`src/rtl/prediction_stat_table_pkg.sv`:
```
// prediction_stat_table_pkg: shared encodings and sizes for the prediction stat table.
package prediction_stat_table_pkg;
    localparam int NUM_SLOTS = 8;
    localparam int ADDR_W = 3;
    localparam int TREND_W = 3;
    localparam logic [1:0] SEL_SP = 2'b00;
    localparam logic [1:0] SEL_LHP = 2'b01;
    localparam logic [1:0] SEL_GHP = 2'b10;
endpackage

```
`src/rtl/prediction_stat_table_selector.sv`:
```
// predictor_selector: picks the predictor with the best signed {stat, trend}, ties to GHP > LHP > SP.
module predictor_selector
    import prediction_stat_table_pkg::*;
#(
    parameter int STAT_W = 5
) (
    input  logic [STAT_W-1:0]  sp_stat,
    input  logic [STAT_W-1:0]  lhp_stat,
    input  logic [STAT_W-1:0]  ghp_stat,
    input  logic [TREND_W-1:0] sp_trend,
    input  logic [TREND_W-1:0] lhp_trend,
    input  logic [TREND_W-1:0] ghp_trend,
    input  logic               sp_dir,
    input  logic               lhp_dir,
    input  logic               ghp_dir,
    output logic [1:0]         sel,
    output logic               final_prediction
);
    function automatic logic beats(input logic signed [STAT_W-1:0] a_stat,
                                   input logic signed [TREND_W-1:0] a_trend,
                                   input logic signed [STAT_W-1:0] b_stat,
                                   input logic signed [TREND_W-1:0] b_trend);
        return (a_stat > b_stat) || (a_stat == b_stat && a_trend > b_trend);
    endfunction

    logic                lhp_over_ghp;
    logic                sp_over_best;
    logic [STAT_W-1:0]   best_stat;
    logic [TREND_W-1:0]  best_trend;

    // Only a strict win displaces the incumbent, which yields the GHP > LHP > SP tie order.
    always_comb begin
        lhp_over_ghp = beats(lhp_stat, lhp_trend, ghp_stat, ghp_trend);
        best_stat = lhp_over_ghp ? lhp_stat : ghp_stat;
        best_trend = lhp_over_ghp ? lhp_trend : ghp_trend;
        sp_over_best = beats(sp_stat, sp_trend, best_stat, best_trend);
        sel = sp_over_best ? SEL_SP : lhp_over_ghp ? SEL_LHP : SEL_GHP;
        final_prediction = sp_over_best ? sp_dir : lhp_over_ghp ? lhp_dir : ghp_dir;
    end
endmodule

```
`src/rtl/prediction_stat_table.sv`:
```
// prediction_stat_table: per-slot stat/trend storage for SP/LHP/GHP with two write ports and a best-predictor select.
module prediction_stat_table
    import prediction_stat_table_pkg::*;
#(
    parameter int JUMP_STATUS_COUNTER_WIDTH = 2,
    parameter int STAT_COUNTER_WIDTH = 5
) (
    input  logic                                 clk,
    input  logic                                 rst_n,
    input  logic [ADDR_W-1:0]                    rd_addr,
    input  logic                                 SP_prediction_result,
    input  logic [JUMP_STATUS_COUNTER_WIDTH-1:0] LHP_count,
    input  logic [JUMP_STATUS_COUNTER_WIDTH-1:0] GHP_count,
    output logic [STAT_COUNTER_WIDTH-1:0]        SP_stat_count,
    output logic [STAT_COUNTER_WIDTH-1:0]        LHP_stat_count,
    output logic [STAT_COUNTER_WIDTH-1:0]        GHP_stat_count,
    output logic [TREND_W-1:0]                   SP_trend_count,
    output logic [TREND_W-1:0]                   LHP_trend_count,
    output logic [TREND_W-1:0]                   GHP_trend_count,
    output logic [1:0]                           sel,
    output logic                                 final_prediction,
    input  logic                                 clear_en1,
    input  logic                                 clear_en2,
    input  logic                                 WR_SP_stat_en1,
    input  logic                                 WR_SP_stat_en2,
    input  logic                                 WR_LHP_stat_en1,
    input  logic                                 WR_LHP_stat_en2,
    input  logic                                 WR_GHP_stat_en1,
    input  logic                                 WR_GHP_stat_en2,
    input  logic                                 WR_SP_trend_en1,
    input  logic                                 WR_SP_trend_en2,
    input  logic                                 WR_LHP_trend_en1,
    input  logic                                 WR_LHP_trend_en2,
    input  logic                                 WR_GHP_trend_en1,
    input  logic                                 WR_GHP_trend_en2,
    input  logic [ADDR_W-1:0]                    WR_addr1,
    input  logic [ADDR_W-1:0]                    WR_addr2,
    input  logic                                 WR_SP_index1,
    input  logic                                 WR_SP_index2,
    input  logic [JUMP_STATUS_COUNTER_WIDTH-1:0] WR_LHP_index1,
    input  logic [JUMP_STATUS_COUNTER_WIDTH-1:0] WR_LHP_index2,
    input  logic [JUMP_STATUS_COUNTER_WIDTH-1:0] WR_GHP_index1,
    input  logic [JUMP_STATUS_COUNTER_WIDTH-1:0] WR_GHP_index2,
    input  logic [STAT_COUNTER_WIDTH-1:0]        WR_SP_stat_count1,
    input  logic [STAT_COUNTER_WIDTH-1:0]        WR_SP_stat_count2,
    input  logic [STAT_COUNTER_WIDTH-1:0]        WR_LHP_stat_count1,
    input  logic [STAT_COUNTER_WIDTH-1:0]        WR_LHP_stat_count2,
    input  logic [STAT_COUNTER_WIDTH-1:0]        WR_GHP_stat_count1,
    input  logic [STAT_COUNTER_WIDTH-1:0]        WR_GHP_stat_count2,
    input  logic [TREND_W-1:0]                   WR_SP_trend_count1,
    input  logic [TREND_W-1:0]                   WR_SP_trend_count2,
    input  logic [TREND_W-1:0]                   WR_LHP_trend_count1,
    input  logic [TREND_W-1:0]                   WR_LHP_trend_count2,
    input  logic [TREND_W-1:0]                   WR_GHP_trend_count1,
    input  logic [TREND_W-1:0]                   WR_GHP_trend_count2
);
    localparam int DEPTH = 1 << JUMP_STATUS_COUNTER_WIDTH;
    localparam int SW = STAT_COUNTER_WIDTH;

    logic [1:0][SW-1:0]            sp_stat   [NUM_SLOTS];
    logic [DEPTH-1:0][SW-1:0]      lhp_stat  [NUM_SLOTS];
    logic [DEPTH-1:0][SW-1:0]      ghp_stat  [NUM_SLOTS];
    logic [1:0][TREND_W-1:0]       sp_trend  [NUM_SLOTS];
    logic [DEPTH-1:0][TREND_W-1:0] lhp_trend [NUM_SLOTS];
    logic [DEPTH-1:0][TREND_W-1:0] ghp_trend [NUM_SLOTS];

    // Later statements win: port 2 overrides port 1, and clears override any stat write.
    always_ff @(posedge clk) begin
        if (!rst_n) begin
            sp_stat <= '{default: '0};
            lhp_stat <= '{default: '0};
            ghp_stat <= '{default: '0};
            sp_trend <= '{default: '0};
            lhp_trend <= '{default: '0};
            ghp_trend <= '{default: '0};
        end else begin
            if (WR_SP_stat_en1) sp_stat[WR_addr1][WR_SP_index1] <= WR_SP_stat_count1;
            if (WR_LHP_stat_en1) lhp_stat[WR_addr1][WR_LHP_index1] <= WR_LHP_stat_count1;
            if (WR_GHP_stat_en1) ghp_stat[WR_addr1][WR_GHP_index1] <= WR_GHP_stat_count1;
            if (WR_SP_trend_en1) sp_trend[WR_addr1][WR_SP_index1] <= WR_SP_trend_count1;
            if (WR_LHP_trend_en1) lhp_trend[WR_addr1][WR_LHP_index1] <= WR_LHP_trend_count1;
            if (WR_GHP_trend_en1) ghp_trend[WR_addr1][WR_GHP_index1] <= WR_GHP_trend_count1;
            if (WR_SP_stat_en2) sp_stat[WR_addr2][WR_SP_index2] <= WR_SP_stat_count2;
            if (WR_LHP_stat_en2) lhp_stat[WR_addr2][WR_LHP_index2] <= WR_LHP_stat_count2;
            if (WR_GHP_stat_en2) ghp_stat[WR_addr2][WR_GHP_index2] <= WR_GHP_stat_count2;
            if (WR_SP_trend_en2) sp_trend[WR_addr2][WR_SP_index2] <= WR_SP_trend_count2;
            if (WR_LHP_trend_en2) lhp_trend[WR_addr2][WR_LHP_index2] <= WR_LHP_trend_count2;
            if (WR_GHP_trend_en2) ghp_trend[WR_addr2][WR_GHP_index2] <= WR_GHP_trend_count2;
            if (clear_en1) begin
                sp_stat[WR_addr1] <= '0;
                lhp_stat[WR_addr1] <= '0;
                ghp_stat[WR_addr1] <= '0;
            end
            if (clear_en2) begin
                sp_stat[WR_addr2] <= '0;
                lhp_stat[WR_addr2] <= '0;
                ghp_stat[WR_addr2] <= '0;
            end
        end
    end

    assign SP_stat_count = sp_stat[rd_addr][SP_prediction_result];
    assign LHP_stat_count = lhp_stat[rd_addr][LHP_count];
    assign GHP_stat_count = ghp_stat[rd_addr][GHP_count];
    assign SP_trend_count = sp_trend[rd_addr][SP_prediction_result];
    assign LHP_trend_count = lhp_trend[rd_addr][LHP_count];
    assign GHP_trend_count = ghp_trend[rd_addr][GHP_count];

    predictor_selector #(.STAT_W(SW)) u_selector (
        .sp_stat          (SP_stat_count),
        .lhp_stat         (LHP_stat_count),
        .ghp_stat         (GHP_stat_count),
        .sp_trend         (SP_trend_count),
        .lhp_trend        (LHP_trend_count),
        .ghp_trend        (GHP_trend_count),
        .sp_dir           (SP_prediction_result),
        .lhp_dir          (LHP_count[JUMP_STATUS_COUNTER_WIDTH-1]),
        .ghp_dir          (GHP_count[JUMP_STATUS_COUNTER_WIDTH-1]),
        .sel              (sel),
        .final_prediction (final_prediction)
    );
endmodule

```
`config.mk`:
```
export PLATFORM = sky130hd
export DESIGN_NAME = prediction_stat_table
export DESIGN_NICKNAME = d
export VERILOG_FILES = /design/src/rtl/prediction_stat_table_pkg.sv /design/src/rtl/prediction_stat_table_selector.sv /design/src/rtl/prediction_stat_table.sv
export SDC_FILE = /design/constraint.sdc
export NUM_CORES = 2
export LEC_CHECK = 0
export CAP_MARGIN = 20
export CORE_ASPECT_RATIO = 1.75
export CORE_MARGIN = 3
export CORE_UTILIZATION = 55
export DETAILED_ROUTE_END_ITERATION = 10
export PLACE_DENSITY_LB_ADDON = 0.3
export RECOVER_POWER = 100
export SETUP_SLACK_MARGIN = 0.4
export SYNTH_ARGS = -nofsm -noshare
export SYNTH_HDL_FRONTEND = slang
export SYNTH_SLANG_ARGS = --single-unit
```
`constraint.sdc`:
```
create_clock -name clk -period 15.2 [get_ports clk]
set_clock_uncertainty 0.1 [all_clocks]
set_input_delay 3.8 -clock clk [delete_from_list [all_inputs] [get_ports clk]]
set_output_delay 3.8 -clock clk [all_outputs]
set_load 0.03 [all_outputs]
```
# Word-level counts from Yosys, hierarchy flattened
# Index checks and enable logic that the tools add are counted.
# W data, S select, Z words.
[totals] reg_bits=640 in_bits=88 output_inout_bits=27 wordCells=345
[op_classes] magnitude_cmp=24 n_eq_ne=2 muxes=134 n_bitwise=13 reduce_logical=12
[ops] cell="$mux W160" count=14
[ops] cell="$and A160 B160 Y160" count=4
[ops] cell="$bwmux W160" count=4
[ops] cell="$mux W96" count=6
[ops] cell="$mux W80" count=7
[ops] cell="$bwmux W96" count=4
[ops] cell="$demux W20 S3" count=6
[ops] cell="$not A160 Y160" count=2
[ops] cell="$mux W20" count=10
[ops] cell="$and A80 B80 Y80" count=2
[ops] cell="$bwmux W80" count=2
[ops] cell="$not A80 Y80" count=2
[ops] cell="$demux W12 S3" count=4
[ops] cell="$mux W48" count=3
[ops] cell="$bmux W20 S3" count=2
[ops] cell="$demux W10 S3" count=4
[ops] cell="$bwmux W48" count=2
[ops] cell="$mux W12" count=8
[ops] cell="$bmux W12 S3" count=2
[ops] cell="$mux W10" count=6
[ops] cell="$mux W5" count=11
[ops] cell="$demux W5 S2" count=4
[ops] cell="$demux W6 S3" count=2
[ops] cell="$mux W3" count=11
[ops] cell="other kinds (22)" count=63

# Depth between registers and ports, before layout
[depth] depth_word=17 depth_mapped=23 mapped_depth_nobuf=19

# Cells and area by module
# From an unflattened synthesis, not the netlist that was laid out.
[hier_totals] hier_cells=3982 hier_area_um2=36029.6
[modules_own_cells] module="prediction_stat_table" instances=1 cells_each=3910 area_each_um2=35460.3 seq_area_each_um2=12812.3
[modules_own_cells] module="predictor_selector" instances=1 cells_each=72 area_each_um2=569.3 seq_area_each_um2=0.0

# Worst setup path before layout
# OpenSTA, ideal clock, no wires.
[synth_path] kind="input to output" start="input port rd_addr[1]" end="output port final_prediction" arrival_time_ns=8.411 required_ns=11.300 setup_slack_ns=2.889 path_stages=20 path_buffers=4 path_cell_list="buf_6 -> buf_6 -> buf_4 -> buf_4 -> mux2i_1 -> a21oi_1 -> a211oi_1 -> inv_1 -> ha_1 -> nor2b_1 -> o311ai_0 -> o21ai_0 -> mux2i_2 -> mux2_2 -> ha_1 -> nor2b_1 -> o311a_1 -> o41ai_1 -> a21oi_1 -> a22oi_1"
[synth_between] elab_chain_cells=14 elab_cells_between_ends=45 classes_between="order compare: 4; eq/ne: 2; mux: 34; bitwise: 1; reduce/logical: 4"
[synth_lines] element="start, declared" line_no="prediction_stat_table.sv:10" source="input logic [ADDR_W-1:0] rd_addr,"
[synth_lines] element="$not A3 Y4 (implied by the code) (*)" line_no="prediction_stat_table.sv:106" source="assign LHP_trend_count = lhp_trend[rd_addr][LHP_count];"
[synth_lines] element="$bmux W12 S3 (*)" line_no="prediction_stat_table.sv:106"
[synth_lines] element="$mux W12 (implied by the code) (*) (2 in a row)" line_no="prediction_stat_table.sv:106"
[synth_lines] element="$bmux W3 S2 (*)" line_no="prediction_stat_table.sv:106"
[synth_lines] element="$mux W3 (implied by the code) (*)" line_no="prediction_stat_table.sv:106"
[synth_lines] element="named net LHP_trend_count[1]" line_no="prediction_stat_table.sv:18" source="output logic [TREND_W-1:0] LHP_trend_count,"
[synth_lines] element="branches (longest 7 deep; another with $gt A5 B5 Y1)"
[synth_lines] element="$mux W1 (*)" line_no="prediction_stat_table_selector.sv:38" source="final_prediction = sp_over_best ? sp_dir : lhp_over_ghp ? lhp_dir : ghp_dir;"
[synth_lines] element="end, declared" line_no="prediction_stat_table.sv:21" source="output logic final_prediction,"
# Mark *: on every way through the listed nets, which the timed path passes. The select of a mux whose other input is x is not followed.

# Final worst setup path
[layout_path] start="input port rd_addr[2]" end="output port final_prediction"
[layout_between] elab_chain_cells=14 elab_cells_between_ends=45 classes_between="order compare: 4; eq/ne: 2; mux: 34; bitwise: 1; reduce/logical: 4"
[layout_lines] element="$not A3 Y4 (implied by the code) (*)"
[layout_lines] element="branches (longest 12 deep; another with $gt A5 B5 Y1)"
[layout_lines] element="$mux W1 (*)" line_no="prediction_stat_table_selector.sv:38"
# Every way passes the cells marked *. The select of a mux whose other input is x is not followed.

==> impl_metrics.ini <==
[die]
coreArea_mm2 = 0.06532
die_area_mm2 = 0.06921
ioPinCount = 115
initial_core_util_pct = 55.55
die_h_um = 345.8
row_count = 124
die_w_um = 200.2

[global_routing]
grt_pass1_vias = 32572
track_usage_pct = 34.88
grt_pass1_wl_mm = 192.2
grt_max_degree = 101
antenna_found_initial = 4
gr-total-overflow = 0

[clocking]
ctsResizeCount = 0
post_cts_buffers = 0
numCtsBuffers = 59
cts_tree = built
hold_buffers = 0
cts-root-buf = clkbuf_16
clk_pin_slew_ns = 0.07
clockBufferDepth = 3
clock-sinks = 640
clk_latency_ns = 0.63
htree_levels = 2

[power_and_ir_drop]
p_comb_share_pct = 14.4
vdd_drop_max_uv = 103.7
cellLeakagePower_nw = 16.81
intPower_mw = 2.820
switching_share_pct = 28.08
power_mw = 3.922
seq_power_share_pct = 44.1
power.clock.fraction_pct = 41.5
p_per_area_mw_per_mm2 = 98.88
p_sw_mw = 1.101

[sta]
finalHoldViolCount = 0
rsz0062_at_grt = no
fin_crit_sh_pct = 95.12
worst_pin_slew_ns = 3.242
whs_ns = 0.4565
clock.fmax_mhz = 69.17
finalSetupViolCount = 0
min_period_ns = 14.46
maxSlewViolCount = 402
slew_headroom_pct = -116.2
tns_ns = 0

[route]
wirelength_mm = 127.3
avgRoutedWirePerCell_um = 25.33
detail-route-antenna-nets = 0
first_pass_iters = 6
via_per_inst = 6.712
drc_errors = 0
drt_iter0_drc = 3562
vias = 33727

[worst_setup_path]
path_class = primary input to output pin
cp.required_ns = 11.30
start_kind = primary input
crit_path_max_fanout = 14
end_kind = output pin
worstPathArrival_ns = 10.56

[logic_synthesis]
ys_warn_count = 0
synth_top_area_share_pct = 35.31
async_reset_ff_share_pct = 0
synthCells = 4199
synth_area_mm2 = 0.03628
synth_flop_cell = dfxtp_1
ys_ff_latch = 640
synth_area_per_cell_um2 = 8.641
syn_nets = 4303
synth_cell_type_count = 51
yosysSeqAreaShare_pct = 35.31
synth_top_cell_by_area = dfxtp_1
synth.area.top_cells = dfxtp_1 (35%), mux2i_1 (17%), a211oi_1 (8.9%)
synth_edf_count = 0

[outcome]
outcome = complete, but fails checks
violations = capacitance limit, slew limit

[place]
place_congestion = 0.9502
portBuffers = 114
place_hpwl_mm = 81.60
placedInstanceArea_mm2 = 0.03770

[job]
maxCapViolCount = 14

[finish]
nets = 4197
stdcell_area_mm2 = 0.03966
area_delta_synth_final_pct = 9.311
fin_util_pct = 60.72
drive_gt1_share_pct = 7.871

[min_path]
hp-class = flip-flop to flip-flop
## layer usage
layer	wire length, um	track usage (%)	share of wire (%)	up-vias
met4	11180	25.92	8.8	2
met2	58990	57.74	46	1862
met1	45190	40.25	35	16076
li1	-	-	-	15204
met3	11930	6.262	9.4	583
met5	13	0	0.010	-
## kinds of logic after synthesis
kind of cell | Yosys count | synth area share (%)
buf+inv | 397 | 4.817
mux | 705 | 20.94
flops | 640 | 35.31
simple gates | 1416 | 17.06
fa+ha+maj | 16 | 0.5517
compound gates | 1025 | 21.32
## synth_stat cells (8+ instances only)
cell type and instances:
nand2b_1 8, o21ai_0 193, a211oi_1 432, a21oi_1 18, nand3b_1 8, nor2_2 30
mux2_2 30, clkbuf_1 274, buf_4 24, inv_1 16, mux4_2 40, ha_1 16
buf_1 21, a22o_1 8, nand2_1 500, nor2_4 23, o211a_1 240, dfxtp_1 640
nand3_1 305, o22ai_1 16, buf_6 15, nor3b_1 11, nor2b_1 11, buf_2 43
mux2i_1 634, o21ai_1 12, a22oi_1 97, nor2_1 483
## state kept, by name, summed over array words and instances (netlist names)
register   cells
ghp_stat     160
lhp_trend     96
ghp_trend     96
sp_trend      48
sp_stat       80
lhp_stat     160
## stage by stage
step	setup slack (ns)	cells
2_1_floorplan	2.889	4199
3_3_place_gp	1.048	4909
3_5_place_dp	0.8848	4910
4_1_cts	0.8119	5020
5_1_grt	0.4842	5024
6_report	0.7425	5025
## critical path, cell delays in order
cell,delay (ns)
clkdlybuf4s50_1,0.47
buf_4,0.29
nand2b_1,0.68
clkbuf_1,0.61
o21ai_0,0.20
a211oi_1,0.27
nor3_1,0.08
buf_4,0.16
ha_1,0.28
nor2b_1,0.13
o311ai_0,0.24
o21ai_0,0.24
mux2i_2,0.64
mux2_2,0.41
ha_1,0.28
nor2b_1,0.13
o311a_1,0.31
o41ai_1,0.26
a21oi_1,0.16
a22oi_1,0.54
clkbuf_1,0.36
## cells in the final DEF (no fill, tap or decap), drive strengths merged, types with 10 or more instances in the layout
cell,instances
dfxtp,640
o22ai,16
nor2b,11
dlygate4sd3,20
nor3b,12
a21oi,18
nand3,307
o21ai,205
a211oi,432
clkdlybuf4s50,88
nor2,536
clkbuf,106
mux4,40
buf,87
o211a,240
nor3,10
ha,16
a22oi,97
inv,19
mux2i,635
clkinv,12
nand2,502
mux2,30
## area by class of cell
class	count	area, um2
antenna	1	2.502
clock buffer	90	1795
tap	882	1104
multi-input combinational	3162	21700
sequential	640	12810
inverter	19	71.32
fill	5628	25660
timing repair buffer	211	1893
clock inverter	20	281.5
## power groups by stage
stage / combinational (mW) / sequential [mW] / clock (mW)
finish: 0.564 / 1.73 / 1.63
floorplan: 0.351 / 1.76 / 0
detailed placement: 0.550 / 1.77 / 0
CTS: 0.553 / 1.73 / 1.63
global route: 0.588 / 1.73 / 1.70
global placement: 0.545 / 1.77 / 0
## path summary, 6_finish.rpt
check           startpoint                to  slack, ns  cells past startpoint
max             rd_addr[2]  final_prediction       0.74                     21
min reg2reg  ghp_stat[130]     ghp_stat[130]       0.46                      2
min          ghp_stat[130]     ghp_stat[130]       0.46                      2
max reg2reg    sp_stat[14]       sp_stat[14]      14.19                      2
No activity file was read; power rests on OpenSTA's default activity.
